**src/rtl/pwm_duty_decoder_pkg.sv**
```systemverilog
// rtl/pwm_duty_decoder_pkg.sv - shared constants and FSM encoding for the PWM duty decoder
//
// Purpose: definitions shared with the 100 kHz carrier generator.
//   CARRIER_PERIOD  nominal carrier period in clk cycles (50 MHz / 100 kHz)
//   CNT_W_DEF       default width of the period/high counters
//   state_e         decoder FSM encoding
package pwm_duty_decoder_pkg;

   localparam int CARRIER_PERIOD = 500;
   localparam int CNT_W_DEF      = 16;

   typedef enum logic {
      ST_IDLE = 1'b0,
      ST_MEAS = 1'b1
   } state_e;

endpackage

```
**src/rtl/sync_edge_det.sv**
```systemverilog
// rtl/sync_edge_det.sv - two-flop synchronizer with registered rising-edge detect
//
// Purpose: brings an asynchronous level into the clk domain and flags its rising edges.
// Ports:
//   clk      in  system clock
//   rst      in  asynchronous, active-high reset (all stages clear to 0)
//   d_async  in  asynchronous input level
//   q_sync   out synchronized level (edge-register stage)
//   rise     out one-cycle pulse, q_sync went 0 -> 1; asserted 3 clk after d_async rises
module sync_edge_det (
   input  logic clk,
   input  logic rst,
   input  logic d_async,
   output logic q_sync,
   output logic rise
);

   logic meta_q;
   logic sync_q;
   logic cur_q;
   logic prev_q;

   always_ff @(posedge clk or posedge rst) begin
      if (rst) begin
         meta_q <= 1'b0;
         sync_q <= 1'b0;
         cur_q  <= 1'b0;
         prev_q <= 1'b0;
      end else begin
         meta_q <= d_async;
         sync_q <= meta_q;
         cur_q  <= sync_q;
         prev_q <= cur_q;
      end
   end

   assign q_sync = cur_q;
   assign rise   = cur_q & ~prev_q;

endmodule

```
**src/rtl/pwm_duty_decoder.sv**
```systemverilog
// rtl/pwm_duty_decoder.sv - measures period and high time of each PWM carrier cycle
//
// Purpose: samples an external PWM line and publishes (period, high) per complete carrier
//   cycle over a valid/ready handshake; flags carrier loss, glitches and dropped results.
// Ports:
//   clk           in   system clock (50 MHz)
//   rst           in   asynchronous, active-high reset
//   pwm_in        in   asynchronous PWM line
//   meas_ready    in   consumer accepts the measurement this cycle
//   clr_ovr       in   clears the overrun flag
//   period_out    out  cycles between consecutive rising edges
//   high_out      out  cycles pwm was high within that period
//   meas_valid    out  period_out/high_out valid; held until accepted
//   overrun       out  sticky: a measurement was dropped
//   glitch        out  one-cycle pulse: a too-short period was discarded
//   carrier_lost  out  level: no valid carrier
module pwm_duty_decoder
   import pwm_duty_decoder_pkg::*;
#(
   parameter int CNT_W      = CNT_W_DEF,
   parameter int TIMEOUT    = 2 * CARRIER_PERIOD,
   parameter int MIN_PERIOD = 4
) (
   input  logic             clk,
   input  logic             rst,
   input  logic             pwm_in,
   input  logic             meas_ready,
   input  logic             clr_ovr,
   output logic [CNT_W-1:0] period_out,
   output logic [CNT_W-1:0] high_out,
   output logic             meas_valid,
   output logic             overrun,
   output logic             glitch,
   output logic             carrier_lost
);

   localparam logic [CNT_W-1:0] CNT_ONE     = CNT_W'(1);
   localparam logic [CNT_W-1:0] TIMEOUT_CNT = CNT_W'(TIMEOUT);
   localparam logic [CNT_W-1:0] MIN_CNT     = CNT_W'(MIN_PERIOD);

   logic s_cur;
   logic rise;

   sync_edge_det u_sync_edge_det (
      .clk     (clk),
      .rst     (rst),
      .d_async (pwm_in),
      .q_sync  (s_cur),
      .rise    (rise)
   );

   state_e           state_q, state_d;
   logic [CNT_W-1:0] period_cnt_q, period_cnt_d;
   logic [CNT_W-1:0] high_cnt_q, high_cnt_d;
   logic [CNT_W-1:0] period_out_q, period_out_d;
   logic [CNT_W-1:0] high_out_q, high_out_d;
   logic             meas_valid_q, meas_valid_d;
   logic             overrun_q, overrun_d;
   logic             glitch_q, glitch_d;
   logic             carrier_lost_q, carrier_lost_d;
   logic             publish;
   logic             timeout;

   // Next-state logic: FSM and counters.
   always_comb begin
      state_d      = state_q;
      period_cnt_d = period_cnt_q;
      high_cnt_d   = high_cnt_q;
      publish      = 1'b0;
      glitch_d     = 1'b0;
      timeout      = 1'b0;

      case (state_q)
         ST_IDLE: begin
            // The rise cycle itself is high, so both counters start at 1.
            if (rise) begin
               state_d      = ST_MEAS;
               period_cnt_d = CNT_ONE;
               high_cnt_d   = CNT_ONE;
            end
         end
         ST_MEAS: begin
            if (rise) begin
               if (period_cnt_q < MIN_CNT) begin
                  glitch_d = 1'b1;
               end else begin
                  publish = 1'b1;
               end
               period_cnt_d = CNT_ONE;
               high_cnt_d   = CNT_ONE;
            end else if (period_cnt_q == TIMEOUT_CNT) begin
               state_d      = ST_IDLE;
               period_cnt_d = '0;
               high_cnt_d   = '0;
               timeout      = 1'b1;
            end else begin
               period_cnt_d = period_cnt_q + CNT_ONE;
               high_cnt_d   = high_cnt_q + CNT_W'(s_cur);
            end
         end
         default: begin
            state_d = ST_IDLE;
         end
      endcase
   end

   // Output register, handshake and flags.
   always_comb begin
      period_out_d   = period_out_q;
      high_out_d     = high_out_q;
      meas_valid_d   = meas_valid_q;
      overrun_d      = overrun_q;
      carrier_lost_d = carrier_lost_q;

      if (meas_valid_q && meas_ready) begin
         meas_valid_d = 1'b0;
      end

      if (clr_ovr) begin
         overrun_d = 1'b0;
      end

      if (publish) begin
         carrier_lost_d = 1'b0;
         // A transfer in this same cycle frees the slot for the new pair.
         if (!meas_valid_q || meas_ready) begin
            period_out_d = period_cnt_q;
            high_out_d   = high_cnt_q;
            meas_valid_d = 1'b1;
         end else begin
            // Set wins over a simultaneous clr_ovr.
            overrun_d = 1'b1;
         end
      end

      if (timeout) begin
         carrier_lost_d = 1'b1;
      end
   end

   always_ff @(posedge clk or posedge rst) begin
      if (rst) begin
         state_q        <= ST_IDLE;
         period_cnt_q   <= '0;
         high_cnt_q     <= '0;
         period_out_q   <= '0;
         high_out_q     <= '0;
         meas_valid_q   <= 1'b0;
         overrun_q      <= 1'b0;
         glitch_q       <= 1'b0;
         carrier_lost_q <= 1'b1;
      end else begin
         state_q        <= state_d;
         period_cnt_q   <= period_cnt_d;
         high_cnt_q     <= high_cnt_d;
         period_out_q   <= period_out_d;
         high_out_q     <= high_out_d;
         meas_valid_q   <= meas_valid_d;
         overrun_q      <= overrun_d;
         glitch_q       <= glitch_d;
         carrier_lost_q <= carrier_lost_d;
      end
   end

   assign period_out   = period_out_q;
   assign high_out     = high_out_q;
   assign meas_valid   = meas_valid_q;
   assign overrun      = overrun_q;
   assign glitch       = glitch_q;
   assign carrier_lost = carrier_lost_q;

endmodule

```
**config.mk**
```make
export PLATFORM = sky130hd
export DESIGN_NAME = pwm_duty_decoder
export DESIGN_NICKNAME = d
export VERILOG_FILES = /design/src/rtl/pwm_duty_decoder_pkg.sv /design/src/rtl/sync_edge_det.sv /design/src/rtl/pwm_duty_decoder.sv
export SDC_FILE = /design/constraint.sdc
export NUM_CORES = 1
export LEC_CHECK = 0
export BUFFER_PORTS_ARGS = -buffer_cell sky130_fd_sc_hd__buf_2
export CAP_MARGIN = 0
export CELL_PAD_IN_SITES_DETAIL_PLACEMENT = 1
export CELL_PAD_IN_SITES_GLOBAL_PLACEMENT = 1
export CORE_MARGIN = 1.5
export CORE_UTILIZATION = 48
export CTS_BUF_LIST = sky130_fd_sc_hd__clkbuf_8
export CTS_CLUSTER_DIAMETER = 150
export DETAILED_ROUTE_END_ITERATION = 8
export GPL_TIMING_DRIVEN = 0
export PLACE_DENSITY = 0.85
export SLEW_MARGIN = 20
export SYNTH_ARGS = -nofsm -noshare
export SYNTH_HDL_FRONTEND = slang
export SYNTH_SLANG_ARGS = --single-unit
```
**constraint.sdc**
```tcl
create_clock -name clk -period 2.75 [get_ports clk]
set_clock_uncertainty 0.2 [all_clocks]
set_input_delay 0.275 -clock clk [delete_from_list [all_inputs] [get_ports clk]]
set_output_delay 0.275 -clock clk [all_outputs]
set_load 0.01 [all_outputs]
```
==> flow_metrics.py <==
metrics = {
    "cts": {
        "clock_latency_ps": 370,
        "clkSinkCount": 73,
        "htree_levels": 3,
        "cts-root-buf": "clkbuf_8",
        "clk_path_buf_depth": 2,
        "cts.clk_slew.worst_paths_ps": 80,
        "cts_tree": "done",
        "cts_made_buffers": 9,
    },
    "timing": {
        "finalHoldViolCount": 0,
        "setup_viol": 0,
        "period_needed_ps": 2500,
        "worst_pin_slew_ps": 876,
        "fin_ws_ps": 248,
        "max_freq_mhz": 400,
        "rsz0062_at_grt": "no",
        "relSlewSlack_pct": 41.4,
        "maxSlewViolCount": 0,
        "min_period_over_period_pct": 91.0,
    },
    "route": {
        "drt-initial-drc-count": 123,
        "dr.pass1.iters": 4,
        "viasPerCell": 6.10,
        "dr_total_vias": 2807,
        "antenna_left": 0,
        "wl_mm": 9.14,
        "drcViolationCount": 0,
        "post_drt_wl_per_cell_microns": 19.9,
    },
    "die": {
        "rows": 30,
        "die_w_microns": 88.1,
        "start_util_pct": 50.3,
        "die_h_microns": 88.1,
        "core_area_sq_um": 6910,
        "die_area_sq_um": 7760,
        "ioPinCount": 41,
    },
    "logic_synthesis": {
        "yosys_warnings": 0,
        "avgSynthCellArea_sq_um": 11.4,
        "synth_area_sq_um": 3480,
        "synth_flop_cell": "dfrtp_1",
        "yosysUniqueCellTypes": 44,
        "synth-edff-count": 0,
        "ys_seq_elements": 73,
        "synth_cells": 304,
        "async_reset_ff_share_pct": 100,
        "synthesis.nets": 313,
        "seq_area_frac_synth_pct": 52.6,
    },
    "global_routing": {
        "grt_pass1_wl_mm": 15.0,
        "grt_max_degree": 54,
        "grt_pass1_vias": 2944,
        "overflow": 0,
        "track_usage_pct": 26.1,
        "antenna_found_initial": 0,
    },
    "outcome": {
        "status": "finished, final reports clean",
    },
    "worst_setup_path": {
        "crit_path_end_kind": "flop",
        "required_ps": 2850,
        "worstPathMaxFanout": 8,
        "path_class": "flop to flop",
        "critical_path_buf_inv_count": 2,
        "crit_path_cell_trace": "inv_1, ha_1, and4_1, and4_1, buf_6, nor2_1, a22o_1",
        "slowest_delay_ps": 680,
        "crit_family": "simple AND/OR/NAND/NOR gates",
        "worst_path_most_repeated_cell": "and4_1",
        "crit_slowest_cell": "nor2_1",
        "arrival_ps": 2600,
        "start_kind": "flop",
    },
    "finish": {
        "mostFrequentLayoutCell": "dfrtp_1",
        "syn2layout_area_growth_pct": 16.3,
        "layout-drive-gt1-share_pct": 22.3,
        "utilization_pct": 58.6,
        "nNetsFinal": 368,
        "final_cell_mix": "dfrtp_1, buf_2, mux2_1, a31oi_1, nand2_1",
        "diodes": 0,
        "num-fill-cells": 795,
    },
    "run": {
        "drv_cap": 0,
    },
    "placement": {
        "gp_congestion": 0.905,
        "io_buffers": 40,
        "dp_hpwl_mm": 6.16,
        "dpl_worst_slack_ps": 351,
    },
    "min_path": {
        "worstHoldPathType": "input pin to flop",
    },
    "pwr": {
        "powerDensity_nw_per_um2": 679,
        "ir_worst_vdd_uv": 363,
        "p_leak_nw": 2.03,
    },
}
[synth_stat cells (all sizes together), types with 2 or more instances]
cell	count	area share, %
a211o	5	1.3
a22o	9	2.3
a31o	4	1.0
a31oi	23	4.1
a41oi	6	1.5
and2	6	1.1
and3	7	1.4
and4	9	2.3
buf	11	2.7
clkbuf	14	1.6
dfrtp	72	52
ha	4	1.4
inv	9	0.97
mux2	32	10
mux2i	2	0.58
nand2	16	1.7
nand2b	4	0.72
nand3	13	1.9
nand4	14	2.7
nor2	11	1.2
nor3	3	0.43
nor4	3	0.90
o211ai	2	0.43
o21ai	6	0.86
or3	3	0.54
or4	4	0.86
xnor2	2	0.50
[stage by stage]
step	TNS (ps)	cells	area, sq um	power, W	hold slack (ps)
floorplan	0	304	3480	0.00171	106
finish	0	460	4040	0.00275	72.4
detailed placement	0	441	3830	0.00193	54.3
global placement	-32640	440	3800	0.00189	134
global route	0	460	4040	0.00288	96.9
CTS	0	460	4040	0.00276	77.5
[sequential cells by signal, indices dropped and copies added (netlist names)]
register and count:
u_sync_edge_det.meta_q 1, state_q 1, meas_valid 1, glitch 1
period_cnt_q 16, high_cnt_q 16, u_sync_edge_det.prev_q 1, period_out 16
u_sync_edge_det.q_sync 1, overrun 1, high_out 16, u_sync_edge_det.sync_q 1
carrier_lost 1
[path summary, 6_finish.rpt]
check	slack, ps	cells after the start	startpoint	endpoint
min in group asynchronous	210	3	rst	period_out[0]$_DFFE_PP0P_
min	70	3	meas_ready	meas_valid$_DFF_PP0_
max in group asynchronous	1560	4	rst	carrier_lost$_DFFE_PP1P_
max	250	7	period_cnt_q[0]$_DFFE_PP0P_	period_cnt_q[6]$_DFFE_PP0P_
min reg2reg	170	0	u_sync_edge_det.meta_q$_DFF_PP0_	u_sync_edge_det.sync_q$_DFF_PP0_
max reg2reg	250	7	period_cnt_q[0]$_DFFE_PP0P_	period_cnt_q[6]$_DFFE_PP0P_
[logic make-up after synthesis]
group / count (synthesis) / share of synthesized area (%)
xor gates and xnor gates: 2 / 0.504
muxes: 34 / 10.9
buffers and inverters: 34 / 5.22
and+or+nand+nor: 94 / 15.9
DFF: 73 / 52.6
AOI/OAI and AO/OA: 63 / 13.4
adders and majority gates: 4 / 1.44
[worst min-delay path, cell delays in order]
cell	delay [ps]
buf_2	80
nand2b_1	160
nand2_1	80
[power by group]
group	switching, W	internal [W]
clock	0.000419	0.000411
combinational	0.000324	0.000258
sequential	0.000124	0.00121
[area by class of cell]
class                           count  area, sq um  share of cell area (%)
Tap cell                           96          120                    2.97
Sequential cell                    73         1830                    45.2
Clock buffer                        9          124                    3.06
Multi-Input combinational cell    197         1470                    36.3
Inverter                            9         36.3                   0.897
Buffer                             25          148                    3.65
Timing Repair Buffer               44          258                    6.37
Clock inverter                      7         63.8                    1.58
[layer usage]
| metal | vias to the layer above | part of all wire [%] | GRT usage [%] |
|---|---|---|---|
| li1 | 1261 | - | - |
| met1 | 1454 | 43 | 31.8 |
| met2 | 67 | 51 | 44.8 |
| met3 | 25 | 3.4 | 4.34 |
| met4 | 0 | 3.1 | 12.9 |
| met5 | - | 0 | 0 |
[timing repair]
| action | CTS | global route |
|---|---|---|
| buffers inserted | 0 | 0 |
| gates resized for setup | 0 | 0 |
| hold buffers | 3 | 0 |
| endpoints found under the hold margin | 22 | 0 |
| setup endpoints to repair | 0 | 0 |
Power figures use the tool's default switching activity.
